`src/rtl/alu_share_arbiter.sv`:
```
// alu_share_arbiter: round-robin sharing of one registered two-stage add/sub
// execute unit between NUM_REQ requesters. A tag pipe carries the requester
// id alongside the op so that each result is returned to the requester that
// issued it.
//
// Handshake: a request transfers when req_valid[i] && req_ready[i] are both
// high at a rising clock edge. req_ready is one-hot or zero and is a
// combinational function of req_valid, en and the round-robin pointer.
// A requester holds req_valid and its operands stable until it is accepted.
// rsp_valid is a one-cycle pulse with no backpressure.
module alu_share_arbiter #(
    parameter int NUM_REQ = 4,
    parameter int DATA_W  = 32,
    parameter int ALU_LAT = 2
) (
    input  logic                      clock,
    input  logic                      reset_n,
    input  logic                      en,
    input  logic [NUM_REQ-1:0]        req_valid,
    output logic [NUM_REQ-1:0]        req_ready,
    input  logic [NUM_REQ*DATA_W-1:0] req_op0,
    input  logic [NUM_REQ*DATA_W-1:0] req_op1,
    input  logic [NUM_REQ-1:0]        req_sel,
    output logic [DATA_W-1:0]         alu_op0,
    output logic [DATA_W-1:0]         alu_op1,
    output logic                      alu_sel,
    input  logic [DATA_W-1:0]         alu_result,
    output logic [NUM_REQ-1:0]        rsp_valid,
    output logic [DATA_W-1:0]         rsp_data,
    output logic                      busy
);

    localparam int ID_W = $clog2(NUM_REQ);
    // The last tag stage lines up with alu_result.
    localparam int LAST = ALU_LAT;

    logic [ID_W-1:0]             rr_ptr_q, rr_ptr_d;
    logic [DATA_W-1:0]           alu_op0_q, alu_op0_d;
    logic [DATA_W-1:0]           alu_op1_q, alu_op1_d;
    logic                        alu_sel_q, alu_sel_d;
    logic [LAST:0]               tag_vld_q, tag_vld_d;
    logic [LAST:0][ID_W-1:0]     tag_id_q, tag_id_d;

    logic                        grant_found;
    logic [ID_W-1:0]             grant_id;
    logic [ID_W:0]               scan_idx;

    // Round-robin search starting at rr_ptr, wrapping modulo NUM_REQ.
    // Grants are suppressed while reset is asserted so req_ready reads 0.
    always_comb begin
        grant_found = 1'b0;
        grant_id    = '0;
        scan_idx    = '0;
        for (int k = 0; k < NUM_REQ; k++) begin
            scan_idx = {1'b0, rr_ptr_q} + (ID_W+1)'(k);
            if (scan_idx >= (ID_W+1)'(NUM_REQ)) begin
                scan_idx = scan_idx - (ID_W+1)'(NUM_REQ);
            end
            if (!grant_found && reset_n && en && req_valid[scan_idx[ID_W-1:0]]) begin
                grant_found = 1'b1;
                grant_id    = scan_idx[ID_W-1:0];
            end
        end
    end

    // One-hot ready towards the granted requester.
    always_comb begin
        req_ready = '0;
        if (grant_found) begin
            req_ready[grant_id] = 1'b1;
        end
    end

    // Next state: pointer advance, issue register load and tag pipe shift.
    always_comb begin
        rr_ptr_d  = rr_ptr_q;
        alu_op0_d = alu_op0_q;
        alu_op1_d = alu_op1_q;
        alu_sel_d = alu_sel_q;
        if (grant_found) begin
            rr_ptr_d  = (grant_id == ID_W'(NUM_REQ - 1)) ? '0 : grant_id + 1'b1;
            alu_op0_d = req_op0[grant_id*DATA_W +: DATA_W];
            alu_op1_d = req_op1[grant_id*DATA_W +: DATA_W];
            alu_sel_d = req_sel[grant_id];
        end
        // The tag pipe never stalls; stage 0 is valid only on an accept.
        tag_vld_d = {tag_vld_q[LAST-1:0], grant_found};
        tag_id_d  = {tag_id_q[LAST-1:0], grant_id};
    end

    // State registers; reset discards every in-flight op.
    always_ff @(posedge clock or negedge reset_n) begin
        if (!reset_n) begin
            rr_ptr_q  <= '0;
            alu_op0_q <= '0;
            alu_op1_q <= '0;
            alu_sel_q <= 1'b0;
            tag_vld_q <= '0;
            tag_id_q  <= '0;
        end else begin
            rr_ptr_q  <= rr_ptr_d;
            alu_op0_q <= alu_op0_d;
            alu_op1_q <= alu_op1_d;
            alu_sel_q <= alu_sel_d;
            tag_vld_q <= tag_vld_d;
            tag_id_q  <= tag_id_d;
        end
    end

    // Steer the result back to the requester recorded in the last tag stage.
    always_comb begin
        rsp_valid = '0;
        if (tag_vld_q[LAST]) begin
            rsp_valid[tag_id_q[LAST]] = 1'b1;
        end
    end

    assign rsp_data = alu_result;
    assign busy     = |tag_vld_q;
    assign alu_op0  = alu_op0_q;
    assign alu_op1  = alu_op1_q;
    assign alu_sel  = alu_sel_q;

endmodule

```
`config.mk`:
```
export PLATFORM = sky130hd
export DESIGN_NAME = alu_share_arbiter
export DESIGN_NICKNAME = d
export VERILOG_FILES = /design/src/rtl/alu_share_arbiter.sv
export SDC_FILE = /design/constraint.sdc
export NUM_CORES = 1
export LEC_CHECK = 0
export ABC_AREA = 1
export CORE_AREA = 2 2 157 159
export CTS_CLUSTER_DIAMETER = 40
export CTS_CLUSTER_SIZE = 16
export DETAILED_ROUTE_END_ITERATION = 7
export DIE_AREA = 0 0 159 161
export GPL_TIMING_DRIVEN = 1
export SKIP_LAST_GASP = 1
export SLEW_MARGIN = 20
export SYNTH_ARGS = -nofsm -noshare
export SYNTH_HDL_FRONTEND = slang
export SYNTH_SLANG_ARGS = --single-unit
```
`constraint.sdc`:
```
create_clock -name clock -period 2.05 [get_ports clock]
set_input_delay 0.205 -clock clock [delete_from_list [all_inputs] [get_ports clock]]
set_output_delay 0.205 -clock clock [all_outputs]
set_load 0.02 [all_outputs]
```
== Yosys cells after proc, flatten, opt, wreduce, memory -nomap -nowiden ==
Cells that the tools add are included.

* Register bits after elaboration: 76
* Bits of input ports: 299
* Output and inout bits: 106
* Logic and storage cells: 77

* $add $sub $neg: 8
* Magnitude comparators: 12
* Equality and inequality tests: 1
* Shift operators: 2
* Multiplexer cells: 29
* Reductions and logical operators: 17

{| class="wikitable"
|+ Operators with widths
! cell !! count
|-
| $shiftx 128x8->32 || 2
|-
| $lt 2x3->1 const B || 6
|-
| $mux 2 || 9
|-
| $logic_and 1x1->1 || 13
|-
| $mux 1 || 11
|-
| $bmux 1 s2 || 5
|-
| $ge 3x3->1 const B || 3
|-
| $mux 4 || 2
|-
| $sub 2x1->2 const B || 4
|-
| $add 2x2->3 const B || 2
|-
| $demux 1 s2 || 2
|-
| $ge 2x1->1 const B || 2
|-
| $add 2x1->3 const B || 1
|-
| $ge 2x3->1 const B || 1
|-
| $logic_not 1->1 || 3
|-
| $reduce_or 3->1 || 1
|-
| $add 2x1->2 const B || 1
|-
| $eq 2x2->1 const B || 1
|}

== Depth between registers and ports, before layout ==
Gate-level depths: netlist of the first run.

* Word-level depth: 26
* Mapped depth: 18
* Depth with buffers taken out: 16

== Worst setup path before layout of the first run ==
No wires, ideal clock.

* Path type: register to output
* Start: reg rr_ptr_q[0]
* End: out req_ready[0]
* Data arrival time: 1943 ps
* Path slack: -98 ps
* Stages on the path, launching flop included: 12
* Path buffers: 2
* Path through: dfrtp_1 > buf_4 > nand2_1 > nand3_1 > nand2_2 > nand2_1 > nor2_2 > nor2_1 > nand2_1 > inv_1 > buf_4 > nor3_1

* Word-level cells in the longest chain between the ends: 26
* Elaborated cells on any way between the ends: 50

{| class="wikitable"
|+ Ends and longest elaborated chain
! element !! line !! RTL
|-
| start: declaration || 37 || <nowiki>logic [ID_W-1:0] rr_ptr_q, rr_ptr_d;</nowiki>
|-
| start signal: assignment || 101 || <nowiki>rr_ptr_q <= rr_ptr_d;</nowiki>
|-
| $ge 2x3->1 or $sub 2x1->2 (tied branches) || 56, 57 ||
|-
| $mux 2 || 56 || <nowiki>if (scan_idx >= (ID_W+1)'(NUM_REQ)) begin</nowiki>
|-
| $bmux 1 s2 || 59 || <nowiki>if (!grant_found && reset_n && en && req_valid[scan_idx[ID_W-1:0]]) begin</nowiki>
|-
| $mux 1 (implied by the code) || 59 ||
|-
| $logic_and 1x1->1 || 59 ||
|-
| $mux 1 || 59 ||
|-
| $logic_not 1->1 || 59 ||
|-
| $logic_and 1x1->1 (3 in series) || 59 ||
|-
| (+6 left out) || -- ||
|-
| $logic_not 1->1 || 59 ||
|-
| $logic_and 1x1->1 (3 in series) || 59 ||
|-
| $mux 2 || 59 ||
|-
| $lt 2x3->1 (implied by the code) or $ge 2x1->1 (tied branches) || 70 || <nowiki>req_ready[grant_id] = 1'b1;</nowiki>
|-
| $logic_and 1x1->1 (implied by the code) || 70 ||
|-
| $mux 1 (implied by the code) || 70 ||
|-
| $demux 1 s2 || 70 ||
|-
| $mux 4 (*) || 69 || <nowiki>if (grant_found) begin</nowiki>
|-
| end: declaration || 20 || <nowiki>output logic [NUM_REQ-1:0] req_ready,</nowiki>
|}

Mark *: on every way between the ends. The rest lies on a longest branch, timed or not. The select of a mux whose other input is x is not followed.

== Final worst setup path of the first run ==
* Start: reg rr_ptr_q[0]
* End: out req_ready[0]

* Word-level cells in the longest chain between the ends: 26
* Elaborated cells on any way between the ends: 50

{| class="wikitable"
|+ Ends and longest elaborated chain
! element !! line !! RTL
|-
| $ge 2x3->1 or $sub 2x1->2 (tied branches) || 56, 57 ||
|-
| $mux 2 || 56 ||
|-
| $bmux 1 s2 || 59 ||
|-
| $mux 1 (implied by the code) || 59 ||
|-
| $logic_and 1x1->1 || 59 ||
|-
| $mux 1 || 59 ||
|-
| $logic_not 1->1 || 59 ||
|-
| $logic_and 1x1->1 (3 in series) || 59 ||
|-
| (+7 left out) || -- ||
|-
| $logic_and 1x1->1 (3 in series) || 59 ||
|-
| $mux 2 (*) || 59 ||
|-
| named net grant_id[0] || 45 || <nowiki>logic [ID_W-1:0] grant_id;</nowiki>
|-
| $lt 2x3->1 (implied by the code) or $ge 2x1->1 (tied branches) || 70 ||
|-
| $logic_and 1x1->1 (implied by the code) || 70 ||
|-
| $mux 1 (implied by the code) || 70 ||
|-
| $demux 1 s2 (*) || 70 ||
|-
| $mux 4 (*) || 69 ||
|}

The timed path passes the listed nets; every way through them passes the cells marked *. The select of a mux whose other input is x is not followed.

==> results.ini, run 1 <==
[synthesis]
synth_area_leaders = nand2_1 34%, dfrtp_1 30%, nand3_1 11%
synthSimpleGateAreaFrac_pct = 54.29
ys.warnings.count = 0
ys_seq_area_share_pct = 30.10
syn_inst = 1057
synthDistinctLibCells = 19
synth-compound-area-share_pct = 0.1584
synth_top_area_share_pct = 33.75
synth.mux.area_fraction_pct = 0
synth_xor_area_share_pct = 0
synth_fa_ha_area_share_pct = 0.1981
synth_top_area_cell = nand2_1
synth_seq_cells = 76
synth_area_per_cell_um2 = 5.977
synth_top_family_by_area = simple AND/OR/NAND/NOR gates
netlist_area_um2 = 6317
syn-num-nets = 1357

[min_path]
min_path_type = reg2reg
hold_path_end = tag_id_q[5]
hold_depth = 0
min-delay-start = tag_id_d[5]

[power_and_ir_drop]
leakagePower_nw = 5.521
cellPowerDensity_nw_per_um2 = 1554
seqPwrFrac_pct = 15.6
clkPwrFrac_pct = 11.4
vdd_drop_max_mv = 0.6978
internal-power_mw = 8.537
power_frac_comb_pct = 73.0
p_switching_mw = 8.332
p_sw_share_pct = 49.39
p_total_mw = 16.87

[clock_tree]
numCtsBuffers = 9
clk-insertion-delay-late_ps = 350
clk_pin_slew_ps = 70
cts_root_buf = clkbuf_16
htree_num_levels = 3
cts_tree = yes
clockBufferDepth = 2
cts_num_sinks = 76

[grt]
grt_max_degree = 49
overflow = 0
grt_use_total_pct = 21.15
met1_usage_pct = 26.32
use_met3_pct = 3.955
antenna_found_initial = 0
grt_pass1_vias = 7581
grt_first_pass_wirelength_um = 42410
use_met2_pct = 36.82
busiest_layer = met2

[timing]
hold_viol = 0
slew_headroom_pct = 60.79
rsz0062_at_grt = true
fin_crit_sh_pct = 115.4
worstMarginPinSlew_ps = 588.2
drv_slew = 0
fin_crit_ps = 2366
max_freq_mhz = 422.6
clock_skew_ps = 9.593
finalSetupViolations = 70
fin_ws_ps = -316.1

[setup_path]
crit_fanout = 6
crit_path_start_kind = flop
worstReg2RegEnd = alu_op1[2]
slowest_stage = dfrtp_2
crit_chain = clkinvlp_4 > nand2_1 > nand2_1 > nand2_1 > nand2_2 > nand2_4 > nand2_1 > nand2_2 > nand2_4 > nand2_8 > inv_1 > nor3_2 > buf_4
required_ps = 1850
worst_path_most_repeated_cell = nand2_1
crit_type = reg2out
critPathMaxStageDelay_ps = 460
end_kind = output port
r2r_cells = 16
reg2reg_slack_ps = -230
cp.arrival_ps = 2160
r2r_start = rr_ptr_q[0]

[drt]
ant_nets = 0
first_pass_iters = 7
wl_per_cell_um = 16.92
drc = 0
vias = 7708
routed_wl_um = 28670
vias_per_cell = 4.547
drt-initial-drc-count = 507

[job]
drv_cap = 0

[finish]
num_antenna_cells = 0
multi_input_area_um2 = 3598
drive_gt1_share_pct = 8.680
fillers = 2536
nets = 1666
stdcell_count = 1695
synthToLayoutAreaGrowth_pct = 71.80
seq_area_um2 = 1903

[die]
core_um2 = 23960
io_pins = 405
die_h_um = 161
die_w_um = 159
rows = 57
start_util_pct = 26.36
dieArea_um2 = 25600

[place]
hpwl_um = 18860
dp.cells = 1661
gp_congestion = 0.8454
portBuffers = 340

[outcome]
outcome = finished with violations
violations = negative setup slack

-- cell usage in the layout, fill, tap and decap left out, drive strengths merged --
cell type | netlist | routed
buf | 89 | 59
bufbuf | 0 | 1
bufinv | 0 | 3
clkbuf | 14 | 15
clkdlybuf4s50 | 0 | 335
clkinv | 0 | 1
clkinvlp | 0 | 1
dfrtp | 76 | 76
dlygate4sd3 | 0 | 1
ha | 1 | 1
inv | 82 | 83
nand2 | 575 | 575
nand3 | 136 | 136
nand3b | 65 | 65
nand4 | 2 | 2
nor2 | 10 | 10
nor3 | 5 | 5
o21ai | 2 | 2
-- cell usage after synthesis (all sizes together) --
library cell,number
nand2,575
nand3,136
buf,89
inv,82
dfrtp,76
nand3b,65
clkbuf,14
nor2,10
nor3,5
nand4,2
o21ai,2
ha,1
-- area by class of cell --
type / instances / area share (%)
timing repair inverter: 1 / 0.06917
multi-input combinational: 796 / 33.16
sequential: 76 / 17.54
clock inverter: 5 / 0.9915
tap: 324 / 3.735
clock buffer: 11 / 2.237
inverter: 82 / 2.928
timing repair buffer: 400 / 39.35
-- power by group through the flow --
stage | registers, mW | clock network, mW | logic, mW
3_3_place_gp | 2.63 | 0 | 10.5
2_1_floorplan | 3.33 | 0 | 5.86
4_1_cts | 2.63 | 1.99 | 11.8
5_1_grt | 2.72 | 2.05 | 13.5
6_report | 2.63 | 1.92 | 12.3
3_5_place_dp | 2.63 | 0 | 10.5
-- logic make-up (layout without fill, tap and decap cells) --
family	after synthesis	after routing
compound gates	2	2
flops	76	76
fa+ha+maj	1	1
buf+inv	185	499
simple gates	793	793
-- critical path, delay by kind of cell (launching register included) --
family / cells / cell delay [ps]
and+or+nand+nor: 10 / 950
DFF: 1 / 460
buffers and inverters: 3 / 410
-- per-stage QoR --
step | setup slack (ps) | area [um^2] | setup TNS (ps) | util [%] | hold slack, ps
after floorplan | 11.38 | 6325 | 0 | - | -90.59
after global placement | -577.7 | 9903 | -26790 | 41.33 | 331.6
after detailed placement | -604.1 | 9903 | -30620 | 41.33 | 336.5
after CTS | -297.0 | 10670 | -15310 | 44.53 | 348.1
after global routing | -471.7 | 10850 | -25930 | 45.29 | 358.3
final | -316.1 | 10850 | -11960 | 45.29 | 345.6
-- how the worst max path moves through the flow --
stage / from / slack (ps) / endpoint / depth (start not counted)
after detailed placement: req_valid[3] / -600 / req_ready[0] / 14
final: rr_ptr_q[0] / -320 / req_ready[0] / 13
after global routing: rr_ptr_q[0] / -470 / req_ready[3] / 14
after floorplan: rr_ptr_q[0] / 10 / req_ready[3] / 14
after CTS: rr_ptr_q[0] / -300 / req_ready[3] / 13
after global placement: req_valid[3] / -580 / req_ready[3] / 16
-- flip-flops by register name, indices dropped and copies added, names as in the netlist --
register,count
alu_op0,32
alu_op1,32
tag_id_d,4
tag_vld_q,3
rr_ptr_q,2
tag_id_q,2
alu_sel,1
-- layer usage --
layer	vias up	part of all wire, %
met1	3576	43
met2	240	49
li1	3848	-
met3	44	5.6
met5	-	0
met4	0	2.6
-- repair_timing --
| action | in CTS | in global routing |
|---|---|---|
| endpoints found under the setup margin | 71 | 73 |
| pin swaps | 20 | 1 |
| hold buffers | 1 | 0 |
| gates cloned | 7 | 4 |
| endpoints found under the hold margin | 32 | 0 |
| buffers inserted | 5 | 1 |
| resized for setup | 76 | 22 |
No activity file was read; power rests on OpenSTA's default activity.
==> inputs of run 2 (changes only) <==
--- a/config.mk
+++ b/config.mk
@@ -8,12 +8,11 @@
 export ABC_AREA = 1
 export CORE_AREA = 2 2 157 159
 export CTS_CLUSTER_DIAMETER = 40
-export CTS_CLUSTER_SIZE = 16
+export CTS_CLUSTER_SIZE = 10
 export DETAILED_ROUTE_END_ITERATION = 7
 export DIE_AREA = 0 0 159 161
 export GPL_TIMING_DRIVEN = 1
 export SKIP_LAST_GASP = 1
-export SLEW_MARGIN = 20
 export SYNTH_ARGS = -nofsm -noshare
 export SYNTH_HDL_FRONTEND = slang
 export SYNTH_SLANG_ARGS = --single-unit
==> results of run 2 <==
Same layout as run 1: the final DEF is identical, and so are final timing and power.
